==> config.mk <==
export PLATFORM = sky130hd
export DESIGN_NAME = sensor_qualifier
export DESIGN_NICKNAME = d
export VERILOG_FILES = /design/src/rtl/sensor_qualifier.sv
export SDC_FILE = /design/constraint.sdc
export NUM_CORES = 1
export LEC_CHECK = 0
export CAP_MARGIN = 20
export CORE_MARGIN = 2
export CORE_UTILIZATION = 58
export CTS_CLUSTER_SIZE = 28
export DETAILED_ROUTE_END_ITERATION = 12
export PLACE_DENSITY_LB_ADDON = 0.25
export SYNTH_ARGS = -nofsm -noshare
export SYNTH_HDL_FRONTEND = slang
export SYNTH_SLANG_ARGS = --single-unit
==> constraint.sdc <==
create_clock -name clk -period 1.9 [get_ports clk]
set_input_delay 0.38 -clock clk [delete_from_list [all_inputs] [get_ports clk]]
set_output_delay 0.38 -clock clk [all_outputs]
set_load 0.02 [all_outputs]
==> src/rtl/sensor_qualifier.sv <==
// sensor_qualifier: debounces item presence, samples three pass/fail sensors and latches qualified flags.
// Define QUAL_MAJORITY_EN for majority-vote flags; the default build requires unanimous samples.
module sensor_qualifier #(
   parameter int DEBOUNCE_CYCLES = 4,
   parameter int SAMPLE_LEN      = 5
) (
   input  logic clk,
   input  logic rst,
   input  logic item_present_i,
   input  logic weight_raw_i,
   input  logic size_raw_i,
   input  logic color_raw_i,
   output logic weight_ok_o,
   output logic size_ok_o,
   output logic color_ok_o,
   output logic valid_o,
   output logic abort_o,
   output logic busy_o
);
`ifdef QUAL_MAJORITY_EN
   localparam logic [3:0] THRESH = 4'(SAMPLE_LEN / 2 + 1);
`else
   localparam logic [3:0] THRESH = 4'(SAMPLE_LEN);
`endif
   localparam logic [3:0] DEB = 4'(DEBOUNCE_CYCLES);
   localparam logic [3:0] LAST = 4'(SAMPLE_LEN - 1);

   typedef enum logic [2:0] {IDLE, SETTLE, SAMPLE, HOLD, LEAVE} state_t;

   state_t state;
   logic [3:0] s1, s2;
   logic [3:0] dcnt, scnt;
   logic [2:0][3:0] ones, ones_nx;
   logic [2:0] flags, ok;
   logic present;

   assign present = s2[3];
   assign {weight_ok_o, size_ok_o, color_ok_o} = flags;

   always_ff @(posedge clk) begin
      if (rst) begin
         s1 <= '0;
         s2 <= '0;
      end else begin
         s1 <= {item_present_i, weight_raw_i, size_raw_i, color_raw_i};
         s2 <= s1;
      end
   end

   // ones_nx includes the current cycle so the final sample counts toward the flags
   always_comb begin
      for (int i = 0; i < 3; i++) begin
         ones_nx[i] = ones[i] + {3'b000, s2[i] && ones[i] != 4'hf};
         ok[i]      = ones_nx[i] >= THRESH;
      end
   end

   always_ff @(posedge clk) begin
      if (rst) begin
         state   <= IDLE;
         dcnt    <= '0;
         scnt    <= '0;
         ones    <= '0;
         flags   <= '0;
         valid_o <= 1'b0;
         abort_o <= 1'b0;
         busy_o  <= 1'b0;
      end else begin
         valid_o <= 1'b0;
         abort_o <= 1'b0;
         case (state)
            IDLE: if (present) begin
               state  <= SETTLE;
               dcnt   <= 4'd1;
               busy_o <= 1'b1;
            end
            SETTLE: if (!present) begin
               state  <= IDLE;
               dcnt   <= '0;
               busy_o <= 1'b0;
            end else if (dcnt == DEB) begin
               state <= SAMPLE;
               scnt  <= '0;
               ones  <= '0;
            end else dcnt <= dcnt + 4'd1;
            SAMPLE: if (!present) begin
               state   <= IDLE;
               dcnt    <= '0;
               abort_o <= 1'b1;
               busy_o  <= 1'b0;
            end else if (scnt == LAST) begin
               state   <= HOLD;
               flags   <= ok;
               valid_o <= 1'b1;
               ones    <= ones_nx;
            end else begin
               scnt <= scnt + 4'd1;
               ones <= ones_nx;
            end
            HOLD: if (!present) begin
               state <= LEAVE;
               dcnt  <= 4'd1;
            end
            LEAVE: if (present) state <= HOLD;
            else if (dcnt == DEB) begin
               state  <= IDLE;
               dcnt   <= '0;
               flags  <= '0;
               busy_o <= 1'b0;
            end else dcnt <= dcnt + 4'd1;
            default: begin
               state  <= IDLE;
               busy_o <= 1'b0;
            end
         endcase
      end
   end
endmodule

[Word level (Yosys, flattened, before mapping)]
Cells that the tools add are included.
Cells by class
  $add $sub $neg: 5
  magnitude comparators: 3
  equal/unequal tests: 24
  multiplexer cells: 37
  bitwise gates (word level): 3
  reduce and logical (&&, ||, !) cells: 16
Operators by type and width (number)
  4-bit two-way mux: 11
  12-bit two-way mux: 3
  3-bit two-way mux: 11
  12-bit case mux with 2 select lines: 1
  2-bit inequality test (second input constant): 11
  4-bit case mux with 5 select lines: 1
  5-bit AND reduction: 4
  3-bit case mux with 5 select lines: 1
  4-bit by 1-bit adder with 4-bit output: 3
  4-bit by 3-bit greater-or-equal comparator with 1-bit output (second input constant): 3
  3-bit inequality test (second input constant): 4
  4-bit inequality test (second input constant): 3
  4-bit by 1-bit adder with 4-bit output (second input constant): 2
  4-bit by 3-bit equality test with 1-bit output (second input constant): 2
  4-bit case mux with 2 select lines: 1
  3-bit by 2-bit equality test with 1-bit output (second input constant): 2
  1-bit two-way mux: 6
  3-bit case mux with 2 select lines: 1
  6-bit AND reduction: 1
  5-bit nonzero test: 1
  1-bit case mux with 4 select lines: 1
  4-bit AND reduction: 1
  2-bit nonzero test: 2
  2-bit OR reduction: 2
  other kinds (6): 10
Word-level totals
  flip-flop bits (word level): 37
  bits of input ports: 6
  word-level logic and storage cells: 100

[Longest topological paths before layout]
  depth after elaboration: 7
  mapped depth: 8
  gate-level depth less buffers: 8

[Worst setup path after synthesis]
Ideal clock, no wire load.
  kind: reg2reg
  from: reg dcnt[0]
  to: reg ones[11] (netlist bit)
  library setup time: 121 ps
  arrival: 1493 ps
  required time: 1779 ps
  slack: 286 ps
  cell stages (with the launch flop): 8
  path buffers: 1
  period minus slack after synthesis: 1614 ps
  path through: dfxtp_1 -> inv_1 -> ha_1 -> and3b_4 -> nand3_4 -> a21o_1 -> buf_6 -> mux2_4
On the way
  word-level cells in the longest chain between the ends: 3
Ends and longest elaborated chain
  start, declared: RTL line 32  | logic [3:0] dcnt, scnt;
  start signal, assigned: RTL line 85  | end else dcnt <= dcnt + 4'd1;
  start signal, assigned: RTL line 110  | end else dcnt <= dcnt + 4'd1;
  4-bit by 3-bit equality test with 1-bit output: RTL line 81  | end else if (dcnt == DEB) begin
  2-bit inequality test (no line)
  4-bit AND reduction (no line)
  end signal, assigned: RTL line 95  | ones <= ones_nx;
  end signal, assigned: RTL line 98  | ones <= ones_nx;
  end, declared: RTL line 33  | logic [2:0][3:0] ones, ones_nx;
No other way between the ends.
A chain may end at the register's enable or synchronous reset.

[Worst setup path in the final report]
  from: reg dcnt[0]
  to: reg dcnt[0]
On the way
  word-level cells in the longest chain between the ends: 4
  elaborated cells between the ends (all ways): 9
Ends and longest elaborated chain
  4-bit by 1-bit adder with 4-bit output or 4-bit by 3-bit equality test with 1-bit output (tied branches)
  4-bit two-way mux (on tied branches): RTL line 105, 81
  4-bit two-way mux (on tied branches): RTL line 104, 77
  4-bit case mux with 5 select lines: RTL line 71  | case (state)
Several ways; a longest one is shown, not always the timed one. The select of a mux whose other input is x is not followed.

==> metrics.yaml <==
global_route.overflow_total: 0
syn_inst: 211
timing.max_cap.violations: 0
initial_core_util_pct: 59.4
worst_setup_path_end_kind: "register"
std_cell_rows: 21
tritoncts: "built"
dpl_ws_ns: 0.0557
cts.htree.levels: 2
max_slew_margin_pct: 68.2
synthesis.nets: 227
avgSynthCellArea_um2: 9.24
fp.dieArea_um2: 3840
grt_pass1_vias: 1548
hold_path_startpoint: "s1[2]$_SDFF_PP0_"
comb_power_share_pct: 5.9
hold_class: "reg2reg"
number_of_warnings_reported_in_the_yosys_synthesis_log: 0
maximum_vdd_drop_uv: 486
fin_crit_sh_pct: 92.9
grt_antenna_before_repair: 0
timing.critical_path.fanout_max: 6
finalSetupViolations: 0
post_synth_main_area_contributors: "sky130_fd_sc_hd__dfxtp_1, sky130_fd_sc_hd__ha_1, sky130_fd_sc_hd__nand2b_1"
dp_hpwl_um: 3130
timing.critical_path.required_ns: 2.14
sw_frac_of_total_pct: 23.2
grt_first_pass_wirelength_um: 7030
post-synth-top-area-fraction_pct: 38.0
tot_gr_track_use_pct: 25.4
detail_route.vias_per_cell: 5.95
floorplan.die.height_um: 62.0
ff2ff_setup_slack_ns: 0.14
path_class: "reg2reg"
power.static_leakage_nw: 0.879
sinks_on_the_clock_net: 37
startpoint_type: "register"
detailedRoute.firstIterationViolations: 111
synth.ff_latch_count: 37
die_width_um: 62.0
grt_start_max_net_pins: 25
antenna_nets_post_route: 0
place.port_buffers: 11
r2r_start: "dcnt[0]$_SDFFE_PP0P_"
ios: 12
synth-async-reset-ratio_pct: 0
power.clock.fraction_pct: 35.2
antenna_cell_count: 0
timing.critical_path.from: "dcnt[0]$_SDFFE_PP0P_"
timing.final.max_slew_violations: 0
internal-power_w: 0.00104
status: "completed"
detail_route.wl_per_cell_um: 15.4
timing_worst_slew_pin_value_ns: 0.477
post_synth_edffs: 0
remaining_drc_errors: 0
synth_sequential_area_ratio_pct: 38.0
insertion_delay_ns: 0.36
final_period_minus_worst_setup_slack_ns: 1.76
setup_tns_ns: 0
tritoncts_buffers: 5
grt_setup_unrepaired: "false"
worst_setup_margin_ns: 0.135
report.final.hold_viol_count: 0
numnets_final: 241
last_weighted_congestion_value_of_the_routability_driven_placer: 0.849
worst_setup_hold_path_clk_slew_ns: 0.11
drive_above_1_share_pct: 11.5
clock_skew_ns: 0.00730
root_driver: "sky130_fd_sc_hd__clkbuf_4"
area.growth.synth_to_final_pct: 12.3
max_frequency_mhz: 567
layout.core_utilization_pct: 66.7
drt-total-wl_um: 4200
share_seq_of_total_power_pct: 58.9
drt_pass1_iterations: 4
synthFlopType: "sky130_fd_sc_hd__dfxtp_1"
synth.cell_area_um2: 1950
synthDistinctLibCells: 47
fp.coreArea_um2: 3280
yosysTopAreaCell: "sky130_fd_sc_hd__dfxtp_1"
power.density_nw_per_um2: 621
power_switching_w: 0.000315
clk_path_buf_depth: 2
critPathArrivalTime_ns: 2.00
route.vias.total: 1618
-- metal layers --
metal  routed length (µm)  global-route usage (%)
met5                    0                       0
met4                   75                    9.42
met3                  224                    8.90
met2                 2100                    41.2
met1                 1800                    31.0
-- logic make-up (layout without fill, tap and decap cells) --
family                     after synthesis  in the layout  share of synthesized area, %
buffers and inverters                   19             34                          4.49
muxes                                   10             10                          5.90
adders and majority gates               10             10                          6.42
and+or+nand+nor                         76             76                          23.0
DFF                                     37             37                          38.0
xor gates and xnor gates                 7              7                          3.15
AOI/OAI and AO/OA                       52             52                          19.0
-- flip-flops by register name, summed over array words and instances (netlist names) --
register / cells
state: 3
s1: 4
s2: 4
abort_o: 1
valid_o: 1
scnt: 4
flags: 3
ones: 12
busy_o: 1
dcnt: 4
-- critical path, stage by stage, from the launching register on --
cell and delay (ns):
sky130_fd_sc_hd__dfxtp_2 0.41, sky130_fd_sc_hd__inv_1 0.06, sky130_fd_sc_hd__ha_1 0.21, sky130_fd_sc_hd__and3b_4 0.22
sky130_fd_sc_hd__o311ai_2 0.25, sky130_fd_sc_hd__a21oi_1 0.10, sky130_fd_sc_hd__a2111oi_1 0.40
-- cell usage in the layout (no fill, tap or decap), drive strengths merged, types with 10 or more instances in the layout --
cell type	synthesis	routed
nor2	10	10
a21oi	13	13
inv	10	10
nand3	12	12
dfxtp	37	37
clkdlybuf4s50	0	11
nor2b	13	13
ha	10	10
nand2b	13	13
nand2	13	13
-- final cells by class --
type / count / area, µm²
inverter: 10 / 37.5
multi-input combinational: 155 / 1120
sequential: 37 / 742
clock inverter: 1 / 5.00
tap: 46 / 57.6
timing repair buffer: 16 / 160
fill: 273 / 1090
clock buffer: 7 / 65.1
-- per-stage QoR --
stage / power [W] / hold slack [ns] / cells / instance area [µm²]
floorplan: 0.000863 / 0.414 / 211 / 1950
global placement: 0.000893 / 0.422 / 264 / 2120
detailed placement: 0.000898 / 0.430 / 264 / 2120
CTS: 0.00137 / 0.455 / 272 / 2190
global route: 0.00142 / 0.462 / 272 / 2190
finish: 0.00136 / 0.451 / 272 / 2190
-- power by group through the flow --
stage,Combinational [W],Clock (W),Sequential (W)
CTS,0.0000799,0.000489,0.000800
floorplan,0.0000476,0,0.000815
global placement,0.0000758,0,0.000817
detailed placement,0.0000798,0,0.000818
finish,0.0000799,0.000479,0.000801
global route,0.0000871,0.000529,0.000803
-- path summary, 6_finish.rpt --
kind,end,cells after the start
min reg2reg,s2[2]$_SDFF_PP0_,1
max,dcnt[0]$_SDFFE_PP0P_,6
max reg2reg,dcnt[0]$_SDFFE_PP0P_,6
min,s2[2]$_SDFF_PP0_,1
-- synth_stat cells, types with 4 or more instances --
cell type,instances
sky130_fd_sc_hd__o21ai_0,5
sky130_fd_sc_hd__a211oi_1,5
sky130_fd_sc_hd__o21a_1,5
sky130_fd_sc_hd__dfxtp_1,37
sky130_fd_sc_hd__nand2_1,13
sky130_fd_sc_hd__nor2_1,9
sky130_fd_sc_hd__buf_2,4
sky130_fd_sc_hd__a21oi_1,13
sky130_fd_sc_hd__ha_1,10
sky130_fd_sc_hd__xor2_1,7
sky130_fd_sc_hd__nand3_1,11
sky130_fd_sc_hd__nor2b_1,13
sky130_fd_sc_hd__nand2b_1,13
sky130_fd_sc_hd__inv_1,10
sky130_fd_sc_hd__mux2i_1,7
-- what timing repair did --
action                                 CTS  global route
setup buffers                            0             0
setup endpoints to repair                0             8
hold buffers                             0             0
resized for setup                        0             2
endpoints found under the hold margin    0             0
Power figures use the tool's default switching activity.
